`src/rtl/regfile_pkg.sv`:
```
// Shared constants and helpers for the RISC-V integer register file.
package regfile_pkg;

  localparam int unsigned XLEN_DEF = 32;
  localparam int unsigned REG_ZERO = 0;
  localparam int unsigned MAX_REGS = 256;

  function automatic int unsigned addr_w(input int unsigned nregs);
    return (nregs < 2) ? 1 : 32'($clog2(nregs));
  endfunction

  function automatic int unsigned popcount(input logic [MAX_REGS-1:0] v);
    int unsigned n;
    n = 0;
    for (int unsigned i = 0; i < MAX_REGS; i++) n += 32'(v[i]);
    return n;
  endfunction

endpackage

```
`src/rtl/regfile_scoreboard.sv`:
```
// Busy-bit scoreboard: RAW/WAW hazard detection, busy vector and pending count.
// Honours REGFILE_BYPASS_EN (a retiring producer does not stall its consumer).
module regfile_scoreboard
  import regfile_pkg::*;
#(
  parameter  int unsigned NREGS  = 32,
  parameter  int unsigned NRD    = 2,
  localparam int unsigned ADDR_W = addr_w(NREGS)
) (
  input  logic                  clk,
  input  logic                  reset,
  input  logic                  we,
  input  logic [ADDR_W-1:0]     waddr,
  input  logic                  issue_valid,
  input  logic [ADDR_W-1:0]     issue_rd,
  input  logic                  issue_rd_en,
  input  logic [NRD*ADDR_W-1:0] issue_rs,
  input  logic [NRD-1:0]        issue_rs_en,
  input  logic                  flush,
  output logic                  stall,
  output logic [NREGS-1:0]      busy,
  output logic [ADDR_W:0]       pending_cnt
);

  logic              hazard;
  logic              waw;
  logic              accept;
  logic [ADDR_W-1:0] rs;
  logic [NREGS-1:0]  busy_nxt;

  // Hazard check and next busy vector; a set on the same register beats a clear.
  always_comb begin
    hazard = 1'b0;
    rs     = '0;
    for (int unsigned i = 0; i < NRD; i++) begin
      rs = issue_rs[i*ADDR_W +: ADDR_W];
`ifdef REGFILE_BYPASS_EN
      if (issue_rs_en[i] && busy[rs] && (rs != '0) && !(we && (waddr == rs))) hazard = 1'b1;
`else
      if (issue_rs_en[i] && busy[rs] && (rs != '0)) hazard = 1'b1;
`endif
    end
    waw    = issue_rd_en && busy[issue_rd] && (issue_rd != '0) && !(we && (waddr == issue_rd));
    stall  = !reset && issue_valid && !flush && (hazard || waw);
    accept = issue_valid && !stall && !flush;

    busy_nxt = busy;
    if (flush) begin
      busy_nxt = '0;
    end else begin
      if (we) busy_nxt[waddr] = 1'b0;
      if (accept && issue_rd_en && (issue_rd != '0)) busy_nxt[issue_rd] = 1'b1;
    end
    busy_nxt[REG_ZERO] = 1'b0;
  end

  always_ff @(posedge clk or posedge reset) begin
    if (reset) begin
      busy        <= '0;
      pending_cnt <= '0;
    end else begin
      busy        <= busy_nxt;
      pending_cnt <= (ADDR_W+1)'(popcount(MAX_REGS'(busy_nxt)));
    end
  end

endmodule

```
`src/rtl/rv_regfile.sv`:
```
// RISC-V integer register file: x0 hardwired to zero, NRD read ports, one write port.
// Optional write-to-read forwarding when REGFILE_BYPASS_EN is defined.
module rv_regfile
  import regfile_pkg::*;
#(
  parameter  int unsigned XLEN   = XLEN_DEF,
  parameter  int unsigned NREGS  = 32,
  parameter  int unsigned NRD    = 2,
  localparam int unsigned ADDR_W = addr_w(NREGS)
) (
  input  logic                  clk,
  input  logic                  reset,
  input  logic                  we,
  input  logic [ADDR_W-1:0]     waddr,
  input  logic [XLEN-1:0]       wdata,
  input  logic [NRD*ADDR_W-1:0] raddr,
  output logic [NRD*XLEN-1:0]   rdata,
  input  logic                  issue_valid,
  input  logic [ADDR_W-1:0]     issue_rd,
  input  logic                  issue_rd_en,
  input  logic [NRD*ADDR_W-1:0] issue_rs,
  input  logic [NRD-1:0]        issue_rs_en,
  input  logic                  flush,
  output logic                  stall,
  output logic [NREGS-1:0]      busy,
  output logic [ADDR_W:0]       pending_cnt
);

  logic [XLEN-1:0]   regs [NREGS];
  logic [ADDR_W-1:0] ra;

  always_ff @(posedge clk or posedge reset) begin
    if (reset) begin
      regs <= '{default: '0};
    end else if (we && (waddr != '0)) begin
      regs[waddr] <= wdata;
    end
  end

  // Read mux; x0 forced to zero regardless of array contents.
  always_comb begin
    rdata = '0;
    ra    = '0;
    for (int unsigned i = 0; i < NRD; i++) begin
      ra = raddr[i*ADDR_W +: ADDR_W];
      rdata[i*XLEN +: XLEN] = (ra == '0) ? '0 : regs[ra];
`ifdef REGFILE_BYPASS_EN
      if (!reset && we && (waddr == ra) && (ra != '0)) rdata[i*XLEN +: XLEN] = wdata;
`endif
    end
  end

  regfile_scoreboard #(
    .NREGS (NREGS),
    .NRD   (NRD)
  ) u_scoreboard (
    .clk         (clk),
    .reset       (reset),
    .we          (we),
    .waddr       (waddr),
    .issue_valid (issue_valid),
    .issue_rd    (issue_rd),
    .issue_rd_en (issue_rd_en),
    .issue_rs    (issue_rs),
    .issue_rs_en (issue_rs_en),
    .flush       (flush),
    .stall       (stall),
    .busy        (busy),
    .pending_cnt (pending_cnt)
  );

endmodule

```
`config.mk`:
```
export PLATFORM = sky130hd
export DESIGN_NAME = rv_regfile
export DESIGN_NICKNAME = d
export VERILOG_FILES = /design/src/rtl/regfile_pkg.sv /design/src/rtl/regfile_scoreboard.sv /design/src/rtl/rv_regfile.sv
export SDC_FILE = /design/constraint.sdc
export NUM_CORES = 2
export LEC_CHECK = 0
export BUFFER_PORTS_ARGS = -buffer_cell sky130_fd_sc_hd__buf_2
export CELL_PAD_IN_SITES_DETAIL_PLACEMENT = 1
export CELL_PAD_IN_SITES_GLOBAL_PLACEMENT = 1
export CORE_MARGIN = 2
export CORE_UTILIZATION = 54
export DETAILED_ROUTE_END_ITERATION = 8
export GPL_TIMING_DRIVEN = 0
export PLACE_DENSITY_LB_ADDON = 0.1
export SLEW_MARGIN = 10
export SYNTH_ARGS = -nofsm -noshare
export SYNTH_HDL_FRONTEND = slang
export SYNTH_SLANG_ARGS = --single-unit
```
`constraint.sdc`:
```
create_clock -name clk -period 47.7 [get_ports clk]
set_input_delay 7.155 -clock clk [delete_from_list [all_inputs] [get_ports clk]]
set_output_delay 7.155 -clock clk [all_outputs]
set_load 0.01 [all_outputs]
```
; ---- Word-level counts from Yosys, hierarchy flattened
; Index checks and enable logic that the tools add are counted.
[classes]
muxes = 27
n_addsub = 30
order_cmp = 10
reduce_logical = 30
n_eq_ne = 1
n_bitwise = 6
[op_table]
columns = operator, count
row1 = $bwmux 1024, 1
row2 = $mux 32, 11
row3 = $bmux 32 s5, 2
row4 = $add 6x1->6, 29
row5 = $demux 32 s5, 1
row6 = $and 32x32->32, 1
row7 = $not 32->32, 1
row8 = $or 32x32->32, 1
row9 = $lt 5x6->1 const B, 4
row10 = $reduce_bool 5->1, 4
row11 = $logic_and 1x1->1, 19
row12 = $ge 6x6->1 const B, 3
row13 = $not 5->6, 3
row14 = $bmux 1 s5, 3
row15 = $demux 1 s5, 2
row16 = $ge 5x1->1 const B, 2
row17 = $logic_not 5->1, 2
row18 = $mux 1, 7
row19 = $lt 6x1->1 const B, 1
row20 = $eq 5x5->1, 1
row21 = $logic_not 1->1, 4
row22 = $add 1x1->2, 1
row23 = $logic_or 1x1->1, 1
[totals]
ff_bits = 1061
out_inout_bits = 103

; ---- Longest topological paths before layout
[depth]
depth_word = 45
ltp_mapped = 23
depth_no_buf = 21

; ---- Cells and area by module
; A second synthesis with hierarchy kept.
[hier_totals]
cells_unflattened = 4092
hier_area_um2 = 58646.2
[modules_own_cells]
columns = mod, cells_each, instances, seq_area_each_um2, area_each_um2
row1 = rv_regfile, 3692, 1, 25624.6, 54701.2
row2 = regfile_scoreboard, 400, 1, 925.9, 3945.0

; ---- Worst setup path before layout
; Ideal clock, no wire load.
[synth_path]
kind = input to output
start = in reset
end = out stall
arrival_ps = 31487
path_buffers = 0
required_ps = 40545
stages = 6
slack_ps = 9058
path_cell_list = inv_1 > o211ai_1 > a31oi_1 > o41ai_4 > nand3_1 > and2_1
[synth_via]
elab_chain_cells = 4
[synth_lines]
columns = element, line_no
row1 = from (decl), rv_regfile.sv:12  ; input logic reset,
row2 = $logic_not 1->1, regfile_scoreboard.sv:44  ; stall = !reset && issue_valid && !flush && (hazard || waw);
row3 = $logic_and 1x1->1 (3 in series), regfile_scoreboard.sv:44
row4 = to (decl), rv_regfile.sv:24  ; output logic stall,
; No other way between the ends.

; ---- Worst setup path after layout
[layout_path]
start = in raddr[1]
end = out rdata[9]
[layout_via]
elab_chain_cells = 5
[layout_lines]
columns = element, line_no
row1 = from (decl), rv_regfile.sv:16  ; input logic [NRD*ADDR_W-1:0] raddr,
row2 = $not 5->6 (not written as such), rv_regfile.sv:46  ; rdata[i*XLEN +: XLEN] = (ra == '0) ? '0 : regs[ra];
row3 = $bmux 32 s5, rv_regfile.sv:46
row4 = $mux 32 (not written as such) (2 in series), rv_regfile.sv:46
row5 = $mux 32 (*), rv_regfile.sv:46
row6 = to (decl), rv_regfile.sv:17  ; output logic [NRD*XLEN-1:0] rdata,
; Every way passes the cells marked *; elsewhere a longest branch is shown, timed or not. The select of a mux whose other input is x is not followed.

==> results.py <==
metrics = {
    "worst_setup_path": {
        "path_buf_inv": 5,
        "cp.arrival_ns": 11.27,
        "critPathKind": "in2out",
        "crit_path_frequent_cell": "clkbuf_1",
        "worstPathRequired_ns": 40.55,
        "cp_slowest_stage_delay_ns": 1.07,
        "crit_family": "buffers and inverters",
        "worstPathCellList": "clkbuf_1 > clkbuf_1 > clkbuf_1 > or4_1 > nor2_1 > clkbuf_1 > nor2_1 > buf_2",
        "critPathMaxFanout": 10,
        "crit_slowest_cell": "clkbuf_1",
        "start_kind": "primary input",
        "endpoint_kind": "output pin",
    },
    "clocking": {
        "hold_buffers": 0,
        "cts-buffers-inserted": 115,
        "cts.sinks": 1061,
        "htree_num_levels": 3,
        "cts-resized-gates": 0,
        "cts_tree": "built",
        "cts_buffer_depth": 3,
        "cts_root_buf": "clkbuf_16",
        "clk_latency_ns": 0.72,
        "cts.clk_slew.worst_paths_ns": 0.06,
        "cts_setup_buffers": 0,
    },
    "floorplanning": {
        "die_x_um": 329.7,
        "rows": 119,
        "start_util_pct": 54.40,
        "io_pins": 173,
        "core_area_sq_um": 105300,
        "die_y_um": 329.7,
        "die_area_sq_um": 108700,
    },
    "placement": {
        "place.port_buffers": 158,
        "dp_hpwl_um": 141200,
        "place_inst": 5118,
        "place_congestion": 0.9247,
    },
    "drt": {
        "dr.first_iter.drc_count": 4079,
        "first_pass_iters": 7,
        "drt-total-wl_um": 205900,
        "route.detailed.drc": 0,
        "vias": 38010,
        "vias_per_cell": 7.132,
        "final_antenna_net_count": 0,
        "avgRoutedWirePerCell_um": 38.64,
    },
    "run_status": {
        "status": "complete, no violations",
    },
    "global_routing": {
        "grt_pass1_wl_um": 297800,
        "antenna_found_initial": 8,
        "grtUsageTotal_pct": 38.60,
        "grt_max_degree": 128,
        "grt_pass1_vias": 41820,
        "overflow": 0,
    },
    "cells_and_area": {
        "syn_to_final_growth_pct": 11.89,
        "final_common_cell": "dfrtp_1",
        "drive_gt1_share_pct": 53.28,
        "final_util_pct": 60.87,
        "final_cell_mix": "dfrtp_1 (1,061), mux2_2 (994), mux4_2 (650)",
        "nets": 3949,
        "stdcell_count": 5330,
    },
    "logic_synthesis": {
        "synth_top_family_by_area": "multiplexers",
        "synth_edf_count": 0,
        "ys_top_cells_by_area": "dfrtp_1 (46%), mux4_2 (26%), mux2_2 (20%)",
        "syn_nets": 3662,
        "synthSimpleGateAreaFrac_pct": 1.676,
        "synth_cell_types": 56,
        "synth_ff_type": "dfrtp_1",
        "postSynthAreaPerCell_sq_um": 16.09,
        "synth_cells": 3560,
        "synth.largest_area_cell": "dfrtp_1",
        "yosys_warnings": 0,
        "async_flop_share_pct": 100.0,
        "synth_xor_area_share_pct": 0.1224,
        "synthAdderAreaFrac_pct": 1.001,
        "synth_area_sq_um": 57270,
        "muxShareOfSynthArea_pct": 46.56,
        "synth_top_area_share_pct": 46.36,
        "synth-compound-area-share_pct": 1.156,
        "ys_seq_area_share_pct": 46.36,
        "synth_seq_cells": 1061,
    },
    "run": {
        "maxCapViolations": 0,
    },
    "sta": {
        "maxSlewHeadroom_pct": 3.231,
        "worst_slew_pin_slew_ns": 1.452,
        "final_hold_viol_count": 0,
        "fin_setup_tns_ns": 0,
        "post-route-period-util_pct": 38.62,
        "setup_viol": 0,
        "maxSlewViolCount": 0,
        "max_freq_mhz": 54.28,
        "finalClockSkew_ns": 0.01902,
        "min_period_ns": 18.42,
        "rsz0062_at_grt": "false",
    },
    "min_path": {
        "hold_class": "reg2reg",
    },
    "pwr": {
        "power_density_nw_per_um2": 42.55,
        "peakVddDrop_v": 0.00003205,
        "total_power_mw": 2.726,
        "p_leak_nw": 27.75,
    },
}
metrics by stage:
| step | hold WS, ns | cell area (sq um) | worst slack [ns] |
|---|---|---|---|
| after floorplan | 0.4413 | 57270 | 9.058 |
| after global placement | 0.4518 | 59800 | 1.459 |
| after detailed placement | 0.4692 | 60090 | 29.41 |
| after CTS | 0.4823 | 64000 | 29.36 |
| after global routing | 0.5059 | 64070 | 29.28 |
| final | 0.4783 | 64070 | 29.28 |
per-layer routing:
layer | track usage (%) | vias up | wire (um)
met3 | 8.666 | 644 | 17040
met2 | 62.16 | 2071 | 99960
li1 | - | 14380 | -
met1 | 49.30 | 20910 | 76400
met4 | 20.55 | 12 | 12470
met5 | 0 | - | 84
logic make-up (layout without fill, tap and decap cells):
group	after synthesis	after routing
and+or+nand+nor	195	195
AOI/OAI and AO/OA	80	80
adders and majority gates	32	32
muxes	1727	1727
other	1	4
buffers and inverters	456	832
xor gates and xnor gates	8	8
DFF	1061	1061
worst register-to-register path: stages, from the launching register on:
cell      delay, ns
dfrtp_1        0.48
mux4_2         0.50
nand2b_1       0.16
and4_1         0.23
o41ai_4        0.56
nand4_1        0.25
buf_2          0.28
o21ai_1        0.23
ha_1           0.28
fa_1           0.55
fa_1           0.47
fa_1           0.53
fa_1           0.44
fa_1           0.50
inv_1          0.06
fa_1           0.48
inv_1          0.04
ha_1           0.22
fa_1           0.47
a21o_1         0.20
a21oi_1        0.22
xnor2_1        0.15
Yosys cell counts, drive strengths merged (3+ instances only):
master	count
nor2	91
xor2	5
fa	23
o32ai	16
a221oi	3
o21a	6
and3	5
o211ai	3
ha	9
nand3b	19
clkbuf	270
a22oi	4
mux4	650
xnor2	3
o21ai	16
nor2b	16
nor3b	4
mux2	995
nand3	6
buf	138
o32a	11
a21oi	3
mux2i	82
or4	3
a311oi	3
dfrtp	1061
nand2	29
nand2b	5
inv	48
worst paths after layout:
kind / start / endpoint / slack (ns) / cells past startpoint
setup / recovery: raddr[1] / rdata[9] / 29.28 / 8
hold / removal: regs[998] / regs[998] / 0.48 / 1
setup reg to reg: u_scoreboard.busy[26] / u_scoreboard.pending_cnt[4] / 40.31 / 21
hold reg to reg: regs[998] / regs[998] / 0.48 / 1
max in group asynchronous: reset / regs[464] / 38.51 / 6
min in group asynchronous: reset / u_scoreboard.busy[4] / 6.53 / 2
area by class of cell:
class                   count  area (sq um)
diodes                      3         7.507
plain buffers             408          1659
clock buffers             169          3405
clock inverters            37         511.7
fillers                  9346         41190
inverters                  48         187.7
multi-input cells        2043         28940
flip-flops and latches   1061         26550
well taps                1391          1740
repair buffers            170          1076
state kept, by name (all words and copies together), names as in the netlist:
| name | count |
|---|---|
| u_scoreboard.busy | 31 |
| regs | 1024 |
| u_scoreboard.pending_cnt | 6 |
power by group:
part | switching, mW | internal (mW)
registers | 0.135 | 1.07
logic | 0.246 | 0.343
clock network | 0.386 | 0.550
Note: power is estimated with default switching activity, not from simulation.
